[src/rtl/key_click_if.sv]
// Key click decoder bus: debounced press pulse in, click report and busy flag out.
interface key_click_if;
    logic       key_flag;
    logic       click_valid;
    logic [1:0] click_num;
    logic       busy;

    // Upstream side: drives key presses and observes reports.
    modport master (
        output key_flag,
        input  click_valid,
        input  click_num,
        input  busy
    );

    // Decoder side.
    modport slave (
        input  key_flag,
        output click_valid,
        output click_num,
        output busy
    );
endinterface

[src/rtl/key_click_decode.sv]
// Counts debounced key presses inside a sliding window and reports single,
// double or triple clicks. The window restarts on every press; reaching
// MAX_CLICKS reports immediately, otherwise the count is reported on expiry.
module key_click_decode #(
    parameter logic [23:0] WIN_MAX    = 24'd9_999_999,
    parameter logic [1:0]  MAX_CLICKS = 2'd3
) (
    input logic         sys_clk,
    input logic         sys_rst,
    key_click_if.slave  bus
);

    typedef enum logic [0:0] {StIdle, StWait} state_e;

    state_e      state_q, state_d;
    logic [23:0] win_cnt_q, win_cnt_d;
    logic [1:0]  clicks_q, clicks_d;
    logic        click_valid_q, click_valid_d;
    logic [1:0]  click_num_q, click_num_d;
    logic        busy_q, busy_d;

    // Widened so clicks+1 cannot wrap when compared against MAX_CLICKS.
    logic [2:0]  clicks_inc;
    logic        last_click;
    logic        win_done;

    assign clicks_inc = {1'b0, clicks_q} + 3'd1;
    assign last_click = (clicks_inc >= {1'b0, MAX_CLICKS});
    assign win_done   = (win_cnt_q == WIN_MAX);

    // State register.
    always_ff @(posedge sys_clk or posedge sys_rst) begin
        if (sys_rst) begin
            state_q <= StIdle;
        end else begin
            state_q <= state_d;
        end
    end

    // Next-state logic; a press always takes priority over window expiry.
    always_comb begin
        state_d = state_q;
        unique case (state_q)
            StIdle: begin
                if (bus.key_flag && (MAX_CLICKS > 2'd1)) state_d = StWait;
            end
            StWait: begin
                if (bus.key_flag) begin
                    if (last_click) state_d = StIdle;
                end else if (win_done) begin
                    state_d = StIdle;
                end
            end
            default: state_d = StIdle;
        endcase
    end

    // Datapath and registered-output next values.
    always_comb begin
        win_cnt_d     = win_cnt_q;
        clicks_d      = clicks_q;
        click_valid_d = 1'b0;
        click_num_d   = click_num_q;
        unique case (state_q)
            StIdle: begin
                if (bus.key_flag) begin
                    if (MAX_CLICKS > 2'd1) begin
                        win_cnt_d = '0;
                        clicks_d  = 2'd1;
                    end else begin
                        click_valid_d = 1'b1;
                        click_num_d   = 2'd1;
                    end
                end
            end
            StWait: begin
                if (bus.key_flag) begin
                    if (last_click) begin
                        click_valid_d = 1'b1;
                        click_num_d   = MAX_CLICKS;
                        win_cnt_d     = '0;
                        clicks_d      = '0;
                    end else begin
                        clicks_d  = clicks_inc[1:0];
                        win_cnt_d = '0;
                    end
                end else if (win_done) begin
                    click_valid_d = 1'b1;
                    click_num_d   = clicks_q;
                    win_cnt_d     = '0;
                    clicks_d      = '0;
                end else begin
                    win_cnt_d = win_cnt_q + 24'd1;
                end
            end
            default: ;
        endcase
        busy_d = (state_d == StWait);
    end

    // Datapath and output registers.
    always_ff @(posedge sys_clk or posedge sys_rst) begin
        if (sys_rst) begin
            win_cnt_q     <= '0;
            clicks_q      <= '0;
            click_valid_q <= 1'b0;
            click_num_q   <= '0;
            busy_q        <= 1'b0;
        end else begin
            win_cnt_q     <= win_cnt_d;
            clicks_q      <= clicks_d;
            click_valid_q <= click_valid_d;
            click_num_q   <= click_num_d;
            busy_q        <= busy_d;
        end
    end

    assign bus.click_valid = click_valid_q;
    assign bus.click_num   = click_num_q;
    assign bus.busy        = busy_q;

endmodule

[src/flat_wrapper.sv]
// flat-port wrapper written by rule: the top's interface ports become plain ports
module key_click_decode_flat 
#(
    parameter logic [23:0] WIN_MAX    = 24'd9_999_999,
    parameter logic [1:0]  MAX_CLICKS = 2'd3
)
  (sys_clk, sys_rst, bus_key_flag, bus_click_valid, bus_click_num, bus_busy);
  key_click_if bus_i ();
  input logic sys_clk;
  input logic sys_rst;
  input wire logic [$bits(bus_i.key_flag)-1:0] bus_key_flag;
  output wire logic [$bits(bus_i.click_valid)-1:0] bus_click_valid;
  output wire logic [$bits(bus_i.click_num)-1:0] bus_click_num;
  output wire logic [$bits(bus_i.busy)-1:0] bus_busy;
  assign bus_i.key_flag = bus_key_flag;
  assign bus_click_valid = bus_i.click_valid;
  assign bus_click_num = bus_i.click_num;
  assign bus_busy = bus_i.busy;
  key_click_decode #(.WIN_MAX(WIN_MAX), .MAX_CLICKS(MAX_CLICKS)) u_core (.sys_clk(sys_clk), .sys_rst(sys_rst), .bus(bus_i));
endmodule
[config.mk]
export PLATFORM = sky130hd
export DESIGN_NAME = key_click_decode_flat
export DESIGN_NICKNAME = d
export VERILOG_FILES = /design/src/rtl/key_click_if.sv /design/src/rtl/key_click_decode.sv /design/src/flat_wrapper.sv
export SDC_FILE = /design/constraint.sdc
export NUM_CORES = 1
export LEC_CHECK = 0
export BUFFER_PORTS_ARGS = -buffer_cell sky130_fd_sc_hd__buf_4
export CORE_UTILIZATION = 26
export CTS_CLUSTER_DIAMETER = 30
export DETAILED_ROUTE_END_ITERATION = 8
export PLACE_DENSITY_LB_ADDON = 0.25
export SETUP_SLACK_MARGIN = 0.05
export SYNTH_ARGS = -nofsm -noshare
export SYNTH_HDL_FRONTEND = slang
export SYNTH_SLANG_ARGS = --single-unit
[constraint.sdc]
create_clock -name sys_clk -period 2.65 [get_ports sys_clk]
set_clock_uncertainty 0.15 [all_clocks]
set_input_delay 0.795 -clock sys_clk [delete_from_list [all_inputs] [get_ports sys_clk]]
set_output_delay 0.795 -clock sys_clk [all_outputs]
set_load 0.01 [all_outputs]
==> Flow_metrics.wiki, run 1 <==
{| class="wikitable"
! Metric !! Value
|-
| Post-detailed-route wirelength per cell || 15.2 um
|-
| Clock tree root driver cell || sky130_fd_sc_hd__clkbuf_8
|-
| Post-route DRC violation count || 0
|-
| GR Layer Usage met3 || 0.0358
|-
| Violation count after the first detailed-route iteration || 93
|-
| Kind of cell with the highest combined delay on the critical path || simple AND/OR/NAND/NOR gates
|-
| Psw || between 400 and 500 uW
|-
| Nets in the synthesized netlist || between 150 and 200
|-
| Post-cts gate resize count || 0
|-
| GR Layer Usage met1 || 0.176
|-
| Worst stage delay on the critical path || 640 ps
|-
| Number of global-route vias before repair || 1483
|-
| Final cycle utilization of the critical path || 0.919
|-
| Pwr Density || around 650 mW/mm^2
|-
| Setup repair bufs after CTS || 0
|-
| Hold Fails Final Rpt || 0
|-
| Routed Antenna Nets || 0
|-
| HP Class || flip-flop to flip-flop
|-
| Setup repair after global routing missed its margin || no
|-
| Highest achievable clock rate || between 400 and 500 MHz
|-
| Max Transition Viols Final || 0
|-
| Router iterations before antenna repair || 4
|-
| Overall routed net length || 4290 um
|-
| Vias per std cell || between 5 and 6
|-
| Worst hold margin || 409 ps
|-
| Vias post-DR || 1472
|-
| # placed instances || 275
|-
| Share of total power in sequential cells || 0.451
|-
| Fin cells || 283
|-
| Cell types occupying the most area after synthesis || sky130_fd_sc_hd__dfrtp_1 (44%), sky130_fd_sc_hd__nor2_1 (4.8%), sky130_fd_sc_hd__nand2_1 (3.5%)
|-
| Synthesized cell area || roughly 0.0017 mm^2
|-
| Number of synthesized flops with an enable pin || 0
|-
| CP Launch Type || flip-flop
|-
| Lkg Pwr || approximately 0.8 nW
|-
| Data required, critical path || around 2700 ps
|-
| Global-route congestion overflow total || 0
|-
| Type of destination of the critical path || flip-flop
|-
| Clock transition at the registers of the reported paths || 70 ps
|-
| Clock latency on the worst-skew pair || 280 ps
|-
| Critical-path cell with the highest stage delay || sky130_fd_sc_hd__or4_1
|-
| Initial core utilization || 0.270
|-
| Overall die area || between 0.006 and 0.007 mm^2
|-
| Most used flip-flop cell after synthesis || sky130_fd_sc_hd__dfrtp_1
|-
| Arr. time, crit path || 2490 ps
|-
| Worst max-slew margin expressed relative to the limit || 0.359
|-
| VDD IR-drop max || 373 uV
|-
| Most common library cell in the layout ignoring fill and taps || sky130_fd_sc_hd__dfrtp_1
|-
| Area Growth Syn to Fin || 14.2%
|-
| Number of library cell types mapped by synthesis || 46
|-
| Post-route minimum period || 2440 ps
|-
| Placeable core region || 0.00639 mm^2
|-
| Max-Cap Viols || 0
|-
| Int Pwr || 866 uW
|-
| Share of post-route cells with drive strength above 1 || 0.150
|-
| CTS tree || done
|-
| Combinational fraction of design power || 0.207
|-
| CP cell instances || nand3_2 -> or4_1 -> or4_4 -> or3_1 -> a31oi_1
|-
| Die boundary height || roughly 83 um
|-
| Number of filler cells placed in the layout || between 600 and 700
|-
| Number of antenna violations at the first check in global routing || 0
|-
| Clock Tree Buf Depth || 2
|-
| Row Count || 29
|-
| Clock net sink count || 30
|-
| Switching share of power || 0.319
|-
| Leading area contributor after synthesis || sky130_fd_sc_hd__dfrtp_1
|-
| Buffer and inverter count on the worst path || 0
|-
| Maximum fanout count along the critical path || 6
|-
| Post-synthesis register bit count || 30
|-
| Count of input and output buffers || 6
|-
| Wire length of the first global-routing pass || 7370 um
|-
| DP Wirelength || around 2900 um
|-
| Mapped Avg Cell Area || a little under 9 um^2
|-
| # hold bufs at CTS || 0
|-
| Slew of the pin with the lowest slew margin || 957 ps
|-
| Async SR Flop Fraction || 1.00
|-
| Global-route usage over all layers || 0.136
|-
| Top-area cell type share of the netlist area || 0.435
|-
| # IOs || 7
|-
| Chip width || between 80 and 90 um
|-
| Critical setup path kind || flip-flop to flip-flop
|-
| Pin count of the biggest net entering global routing || 37
|-
| Net count reported at finish || 209
|-
| Met2 Usage GRT || 0.218
|-
| Deepest level of the CTS H-tree || 2
|-
| Count of antenna diodes in the layout || 0
|-
| Status || complete, no violations
|-
| TritonCTS Buffers || 5
|-
| Final-report setup violation count || 0
|-
| Global-route layer with the greatest usage || met2
|-
| Placer congestion estimate || 0.821
|-
| Total Neg Setup Slack || 0 ps
|-
| Register area share after synthesis || 0.435
|-
| Highest-count cells in the layout ignoring fill and taps || sky130_fd_sc_hd__dfrtp_1 (30), sky130_fd_sc_hd__nor2_1 (22), sky130_fd_sc_hd__nand2_1 (16)
|-
| Yosys synthesis warning count || 0
|-
| Relative contribution of the clock network to total power || 0.341
|-
| Post-synthesis instance total || 194
|}
==> power groups by stage <==
stage	Combinational (mW)	Sequential [mW]	Clock, mW
2_1_floorplan	0.185	0.564	0
4_1_cts	0.265	0.572	0.449
3_3_place_gp	0.267	0.578	0
3_5_place_dp	0.264	0.579	0
5_1_grt	0.296	0.583	0.468
6_report	0.263	0.574	0.434
==> path summary, 6_finish.rpt <==
kind	to	start	cells after the start	slack [ps]
max	u_core.win_cnt_q[23]	u_core.win_cnt_q[7]	5	210
min	u_core.bus.click_num[1]	u_core.bus.click_num[1]	2	410
max reg2reg	u_core.win_cnt_q[23]	u_core.win_cnt_q[7]	5	210
min reg2reg	u_core.bus.click_num[1]	u_core.bus.click_num[1]	2	410
max in group asynchronous	u_core.win_cnt_q[6]	sys_rst	3	1610
min in group asynchronous	u_core.bus.click_num[1]	sys_rst	3	440
==> flip-flops by register name, summed over array words and instances (netlist names) <==
name	flops
u_core.win_cnt_q	24
u_core.clicks_q	2
u_core.state_q	1
u_core.bus.click_num	2
u_core.bus.click_valid	1
==> kinds of logic after synthesis <==
group	synth area share
flops	0.435
compound gates	0.147
simple gates	0.303
fa+ha+maj	0.00726
mux	0.00581
xor+xnor	0.0406
buf+inv	0.0602
==> layout make-up <==
type / instances / area, um^2 / share of cell area
timing repair buffer: 14 / 105 / 0.0534
inverter: 10 / 37.5 / 0.0191
multi-input combinational: 144 / 870 / 0.442
clock buffer: 8 / 110 / 0.0559
tap: 77 / 96.3 / 0.0489
sequential: 30 / 751 / 0.381
==> worst register-to-register path: stages, from the launching register on <==
cell and delay [ps]:
sky130_fd_sc_hd__dfrtp_1 430, sky130_fd_sc_hd__nand3_2 110, sky130_fd_sc_hd__or4_1 640, sky130_fd_sc_hd__or4_4 550, sky130_fd_sc_hd__or3_1 310, sky130_fd_sc_hd__a31oi_1 160
==> Yosys cell counts, types with 2 or more instances <==
cell type / count
sky130_fd_sc_hd__dfrtp_1: 30
sky130_fd_sc_hd__and4_1: 2
sky130_fd_sc_hd__a31oi_1: 5
sky130_fd_sc_hd__a31o_2: 3
sky130_fd_sc_hd__nand3_1: 10
sky130_fd_sc_hd__nand3b_1: 3
sky130_fd_sc_hd__a32o_1: 2
sky130_fd_sc_hd__o32ai_1: 2
sky130_fd_sc_hd__nand3_2: 2
sky130_fd_sc_hd__nand4_1: 8
sky130_fd_sc_hd__and3_1: 7
sky130_fd_sc_hd__or3_1: 3
sky130_fd_sc_hd__o21ai_0: 5
sky130_fd_sc_hd__xor2_1: 4
sky130_fd_sc_hd__nor4_1: 7
sky130_fd_sc_hd__nand2b_1: 2
sky130_fd_sc_hd__a21oi_1: 8
sky130_fd_sc_hd__or4_1: 2
sky130_fd_sc_hd__inv_1: 10
sky130_fd_sc_hd__nor2_1: 22
sky130_fd_sc_hd__clkbuf_1: 5
sky130_fd_sc_hd__nor3_1: 8
sky130_fd_sc_hd__clkbuf_8: 2
sky130_fd_sc_hd__xnor2_1: 4
sky130_fd_sc_hd__nand2_1: 16
sky130_fd_sc_hd__o21ai_1: 2
==> per-stage QoR <==
step	power (mW)	util	instance area (um^2)	setup WS [ps]
2_1_floorplan	0.749	-	1720	352
3_3_place_gp	0.845	0.291	1860	254
3_5_place_dp	0.843	0.291	1860	254
4_1_cts	1.29	0.308	1970	228
5_1_grt	1.35	0.308	1970	95.6
6_report	1.27	0.308	1970	215
==> layer usage <==
layer  wire length [um]  vias up
li1                   -      737
met1               2120      710
met2               2010       23
met3                135        2
met4                 22        0
met5                  0        -
Power figures use the tool's default switching activity.
==> run 2: changes to the inputs <==
==> constraint.sdc (replaced) <==
create_clock -name sys_clk -period 2.65 [get_ports sys_clk]
set_clock_uncertainty 0.15 [all_clocks]
set_input_delay 0.3975 -clock sys_clk [delete_from_list [all_inputs] [get_ports sys_clk]]
set_output_delay 0.3975 -clock sys_clk [all_outputs]
set_load 0.01 [all_outputs]
==> Flow_metrics.wiki, run 2 (synthesis results as in run 1) <==
{| class="wikitable"
! Metric !! Value
|-
| Status || complete, no violations (unchanged)
|-
| Critical setup path kind || flip-flop to flip-flop (unchanged)
|-
| Share of post-route cells with drive strength above 1 || 0.142 (was 0.150)
|-
| Number of flip-flops under the largest register name || 24 (unchanged)
|-
| Deepest level of the CTS H-tree || 2 (unchanged)
|-
| Row Count || 29 (unchanged)
|-
| Worst max-slew margin expressed relative to the limit || 0.402 (was 0.359)
|-
| Number of global-route vias before repair || 1355 (was 1483)
|-
| Router iterations before antenna repair || 4 (unchanged)
|-
| Clock tree root driver cell || sky130_fd_sc_hd__clkbuf_8 (unchanged)
|-
| Count of antenna diodes in the layout || 0 (unchanged)
|-
| Clock transition at the registers of the reported paths || 70 ps (about the same)
|-
| Overall die area || 0.00696 mm^2 (unchanged)
|-
| VDD IR-drop max || 285 uV (was 373 uV)
|-
| Area Growth Syn to Fin || 13.4% (was 14.2%)
|-
| Initial core utilization || 0.270 (unchanged)
|-
| Post-detailed-route wirelength per cell || 15.1 um (was 15.2 um)
|-
| Highest-count cells in the layout ignoring fill and taps || sky130_fd_sc_hd__dfrtp_1 (30), sky130_fd_sc_hd__nor2_1 (22), sky130_fd_sc_hd__nand2_1 (16) (unchanged)
|-
| Global-route usage over all layers || 0.128 (was 0.136)
|-
| Violation count after the first detailed-route iteration || 101 (was 93)
|-
| Total Neg Setup Slack || 0 ps (unchanged)
|-
| Max-Cap Viols || 0 (unchanged)
|-
| Number of antenna violations at the first check in global routing || 0 (unchanged)
|-
| Clock net sink count || 30 (unchanged)
|-
| Lkg Pwr || 0.811 nW (was 0.821 nW)
|-
| Placeable core region || 0.00639 mm^2 (unchanged)
|-
| HP Class || primary input to asynchronous set/reset pin (was flip-flop to flip-flop)
|-
| Max Transition Viols Final || 0 (unchanged)
|-
| # hold bufs at CTS || 0 (unchanged)
|-
| Post-route DRC violation count || 0 (unchanged)
|-
| Clock Tree Buf Depth || 2 (unchanged)
|-
| Hold Fails Final Rpt || 0 (unchanged)
|-
| Chip width || 83.4 um (unchanged)
|-
| CTS tree || done (unchanged)
|-
| Slew of the pin with the lowest slew margin || 892 ps (was 957 ps)
|-
| Most common library cell in the layout ignoring fill and taps || sky130_fd_sc_hd__dfrtp_1 (unchanged)
|-
| Final-report setup violation count || 0 (unchanged)
|-
| Routed Antenna Nets || 0 (unchanged)
|-
| Post-cts gate resize count || 0 (unchanged)
|-
| Fin util || 0.306 (was 0.308)
|-
| Overall routed net length || 4260 um (was 4290 um)
|-
| Setup repair after global routing missed its margin || no (unchanged)
|-
| DP Wirelength || 2830 um (was 2930 um)
|-
| Final cycle utilization of the critical path || 0.910 (was 0.919)
|-
| Placed cell areas || 0.00184 mm^2 (was 0.00186 mm^2)
|-
| Net count reported at finish || 207 (was 209)
|-
| Worst r2r path cells || 5 (unchanged)
|-
| TritonCTS Buffers || 5 (unchanged)
|-
| Maximum fanout count along the critical path || 6 (unchanged)
|-
| Wire length of the first global-routing pass || 7040 um (was 7370 um)
|-
| Global-route congestion overflow total || 0 (unchanged)
|-
| Count of input and output buffers || 6 (unchanged)
|-
| Placer congestion estimate || 0.861 (was 0.821)
|-
| Final standard cell area without fillers || 0.00195 mm^2 (was 0.00197 mm^2)
|-
| Post-route minimum period || 2410 ps (was 2440 ps)
|-
| Clock latency on the worst-skew pair || 280 ps (about the same)
|-
| Pin count of the biggest net entering global routing || 37 (unchanged)
|-
| Die boundary height || 83.4 um (unchanged)
|-
| Largest register by flop count || u_core.win_cnt_q (unchanged)
|-
| Type of destination of the critical path || flip-flop (unchanged)
|-
| CP Launch Type || flip-flop (unchanged)
|-
| Vias per std cell || 5.20 (about the same)
|-
| Data required, critical path || 2710 ps (was 2700 ps)
|-
| Arr. time, crit path || 2470 ps (was 2490 ps)
|-
| Vias post-DR || 1461 (was 1472)
|-
| Highest achievable clock rate || 415 MHz (was 411 MHz)
|-
| Setup repair bufs after CTS || 0 (unchanged)
|-
| # IOs || 7 (unchanged)
|-
| Pwr Density || 651 mW/mm^2 (was 646 mW/mm^2)
|}
-- run 2: worst paths after layout --
kind	start	end	slack [ps]
min in group sys_clk	bus_key_flag	u_core.win_cnt_q[13]	380
hold reg to reg	u_core.bus.click_num[1]	u_core.bus.click_num[1]	400
max in group asynchronous	sys_rst	u_core.win_cnt_q[13]	2030
hold / removal	sys_rst	u_core.bus.click_num[1]	40
setup reg to reg	u_core.win_cnt_q[7]	u_core.win_cnt_q[23]	240
setup / recovery	u_core.win_cnt_q[7]	u_core.win_cnt_q[23]	240
-- run 2: layer usage --
metal | vias to the layer above | track usage | routed length (um)
li1 | 729 | - | -
met1 | 709 | 0.172 | 2130
met2 | 15 | 0.195 | 1950
met4 | 0 | 0.0555 | 85
met3 | 8 | 0.0308 | 93
met5 | - | 0 | 0
-- run 2: layout make-up --
cell class,instances,area [um^2]
Sequential cell,30,751
Multi-Input combinational cell,144,870
Tap cell,77,96.3
Timing Repair Buffer,12,90.1
Clock buffer,8,110
Inverter,10,37.5
Fill cell,692,4430
-- run 2: worst max-delay path, stage by stage, from the launching register on --
cell and delay [ps]:
sky130_fd_sc_hd__dfrtp_1 430, sky130_fd_sc_hd__nand3_2 110, sky130_fd_sc_hd__or4_1 630, sky130_fd_sc_hd__or4_4 550, sky130_fd_sc_hd__or3_1 310, sky130_fd_sc_hd__a31oi_1 160
-- run 2: where the power goes --
group / total (mW) / switching, mW / internal [mW]
registers: 0.557 / 0.0527 / 0.504
logic: 0.274 / 0.174 / 0.0999
clock network: 0.442 / 0.180 / 0.262
total: 1.27 / 0.406 / 0.866
-- run 2: stage by stage --
stage / worst slack (ps) / instances / power [mW] / hold slack [ps]
3_3_place_gp: 264 / 273 / 0.842 / 361
3_5_place_dp: 239 / 273 / 0.837 / 363
5_1_grt: 128 / 281 / 1.34 / 77.8
2_1_floorplan: 352 / 194 / 0.749 / 338
4_1_cts: 230 / 281 / 1.28 / 54.1
6_report: 238 / 281 / 1.27 / 38.2
==> run 3: changes to the inputs <==
Settings changed: CELL_PAD_IN_SITES_DETAIL_PLACEMENT from default to 0, CELL_PAD_IN_SITES_GLOBAL_PLACEMENT from default to 1.
==> Flow_metrics.wiki, run 3 (synthesis results as in run 1) <==
{| class="wikitable"
! Metric !! Value
|-
| Status || complete, no violations (unchanged)
|-
| Chip width || 83.4 um (unchanged)
|-
| # hold bufs at CTS || 0 (unchanged)
|-
| Highest-count cells in the layout ignoring fill and taps || sky130_fd_sc_hd__dfrtp_1 (30), sky130_fd_sc_hd__nor2_1 (22), sky130_fd_sc_hd__nand2_1 (16) (unchanged)
|-
| Placeable core region || 0.00639 mm^2 (unchanged)
|-
| Clock tree root driver cell || sky130_fd_sc_hd__clkbuf_8 (unchanged)
|-
| DP Wirelength || 3060 um (was 2830 um)
|-
| Deepest level of the CTS H-tree || 2 (unchanged)
|-
| Storage element area || 751 um^2 (unchanged)
|-
| Final cycle utilization of the critical path || 0.930 (was 0.910)
|-
| Clock net sink count || 30 (unchanged)
|-
| Maximum fanout count along the critical path || 6 (unchanged)
|-
| Row Count || 29 (unchanged)
|-
| Combinational fraction of design power || 0.198 (was 0.215)
|-
| Largest register by flop count || u_core.win_cnt_q (unchanged)
|-
| Share of post-route cells with drive strength above 1 || 0.150 (was 0.142)
|-
| Psw || 416 uW (was 406 uW)
|-
| Lkg Pwr || 0.835 nW (was 0.811 nW)
|-
| Slew of the pin with the lowest slew margin || 1020 ps (was 892 ps)
|-
| Overall routed net length || 4610 um (was 4260 um)
|-
| Post-route DRC violation count || 0 (unchanged)
|-
| TritonCTS Buffers || 5 (unchanged)
|-
| Number of antenna violations at the first check in global routing || 0 (unchanged)
|-
| Share of total power in sequential cells || 0.390 (was 0.438)
|-
| Vias per std cell || 5.32 (was 5.20)
|-
| Highest achievable clock rate || 406 MHz (was 415 MHz)
|-
| Routed Antenna Nets || 0 (unchanged)
|-
| Net count reported at finish || 209 (was 207)
|-
| Clock Tree Buf Depth || 2 (unchanged)
|-
| Die boundary height || 83.4 um (unchanged)
|-
| Final-report setup violation count || 0 (unchanged)
|-
| Most common library cell in the layout ignoring fill and taps || sky130_fd_sc_hd__dfrtp_1 (unchanged)
|-
| # IOs || 7 (unchanged)
|-
| Startpoint of the most critical register-to-register path || u_core.win_cnt_q[7] (unchanged)
|-
| VDD IR-drop max || 408 uV (was 285 uV)
|-
| Pwr Density || 710 mW/mm^2 (was 651 mW/mm^2)
|-
| Number of flip-flops under the largest register name || 24 (unchanged)
|-
| Global-route usage over all layers || 0.141 (was 0.128)
|-
| Pin count of the biggest net entering global routing || 37 (unchanged)
|-
| Switching share of power || 0.293 (was 0.319)
|-
| HP Class || primary input to asynchronous set/reset pin (unchanged)
|-
| Global-route congestion overflow total || 0 (unchanged)
|-
| Setup repair after global routing missed its margin || no (unchanged)
|-
| CTS tree || done (unchanged)
|-
| Type of destination of the critical path || flip-flop (unchanged)
|-
| Placer congestion estimate || 0.759 (was 0.861)
|-
| Vias post-DR || 1506 (was 1461)
|-
| Number of global-route vias before repair || 1491 (was 1355)
|-
| Total Neg Setup Slack || 0 ps (unchanged)
|-
| Fin util || 0.313 (was 0.306)
|-
| CP Launch Type || flip-flop (unchanged)
|-
| GR Layer Usage met3 || 0.0308 (unchanged)
|-
| Overall die area || 0.00696 mm^2 (unchanged)
|-
| Clock latency on the worst-skew pair || 280 ps (about the same)
|-
| Multi-input gate area || 870 um^2 (unchanged)
|-
| Data required, critical path || 2700 ps (was 2710 ps)
|-
| Setup repair bufs after CTS || 0 (unchanged)
|-
| Critical setup path kind || flip-flop to flip-flop (unchanged)
|-
| Count of antenna diodes in the layout || 0 (unchanged)
|-
| Worst Setup SP || u_core.win_cnt_q[7] (unchanged)
|-
| GR Layer Usage met1 || 0.197 (was 0.172)
|-
| Met2 Usage GRT || 0.219 (was 0.195)
|-
| Post-cts gate resize count || 0 (unchanged)
|-
| Post-route minimum period || 2460 ps (was 2410 ps)
|-
| Count of input and output buffers || 6 (unchanged)
|-
| Arr. time, crit path || 2510 ps (was 2470 ps)
|-
| Worst max-slew margin expressed relative to the limit || 0.317 (was 0.402)
|-
| Wire length of the first global-routing pass || 7740 um (was 7040 um)
|-
| Number of filler cells placed in the layout || 680 (was 692)
|-
| Hold Fails Final Rpt || 0 (unchanged)
|-
| Relative contribution of the clock network to total power || 0.411 (was 0.347)
|-
| Initial core utilization || 0.270 (unchanged)
|-
| Max-Cap Viols || 0 (unchanged)
|-
| Area Growth Syn to Fin || 16.1% (was 13.4%)
|-
| Post-detailed-route wirelength per cell || 16.3 um (was 15.1 um)
|-
| Clock transition at the registers of the reported paths || 70 ps (about the same)
|-
| Violation count after the first detailed-route iteration || 92 (was 101)
|-
| Global-route layer with the greatest usage || met2 (unchanged)
|-
| Router iterations before antenna repair || 4 (unchanged)
|-
| Max Transition Viols Final || 0 (unchanged)
|-
| Int Pwr || 1.00 mW (was 866 uW)
|}
-- run 3: cell count changes in the layout (fill, tap and decap cells not counted) --
cell,previous run,this run
sky130_fd_sc_hd__clkbuf_8,8,6
sky130_fd_sc_hd__buf_4,12,14
sky130_fd_sc_hd__bufinv_16,0,2
-- run 3: per-layer routing --
metal	wire length, um	up-vias
met4	29	0
met2	2120	27
met5	0	-
met3	136	4
met1	2330	742
li1	-	733
-- run 3: stage by stage --
step	std cells	cell area (um^2)	hold slack, ps	power, mW	worst slack, ps
2_1_floorplan	194	1720	338	0.749	352
3_3_place_gp	275	1860	369	0.846	250
3_5_place_dp	275	1860	368	0.848	248
4_1_cts	283	2000	54.0	1.44	194
5_1_grt	283	2000	89.9	1.50	96.3
6_report	283	2000	48.3	1.42	186
-- run 3: final cells by class --
class | instances | share of cell area
flip-flops and latches | 30 | 0.375
clock inverters | 2 | 0.0300
inverters | 10 | 0.0188
multi-input cells | 144 | 0.434
repair buffers | 14 | 0.0525
clock buffers | 6 | 0.0413
well taps | 77 | 0.0481
-- run 3: critical path, stage by stage (launching register included) --
cell and delay [ps]:
sky130_fd_sc_hd__dfrtp_1 430, sky130_fd_sc_hd__nand3_2 110, sky130_fd_sc_hd__or4_1 640, sky130_fd_sc_hd__or4_4 560, sky130_fd_sc_hd__or3_1 320, sky130_fd_sc_hd__a31oi_1 170
-- run 3: worst paths after layout --
path / cells after the start / slack [ps] / endpoint
max reg2reg: 5 / 190 / u_core.win_cnt_q[23]
min reg2reg: 2 / 410 / u_core.bus.click_num[1]
min in group sys_clk: 2 / 380 / u_core.win_cnt_q[21]
max in group asynchronous: 3 / 2010 / u_core.win_cnt_q[22]
min: 3 / 50 / u_core.win_cnt_q[4]
max: 5 / 190 / u_core.win_cnt_q[23]
-- run 3: power by group through the flow --
stage	sequential, mW	combinational [mW]	clock (mW)
finish	0.555	0.282	0.585
global placement	0.562	0.285	0
detailed placement	0.563	0.285	0
global route	0.563	0.319	0.618
CTS	0.555	0.285	0.597
floorplan	0.564	0.185	0
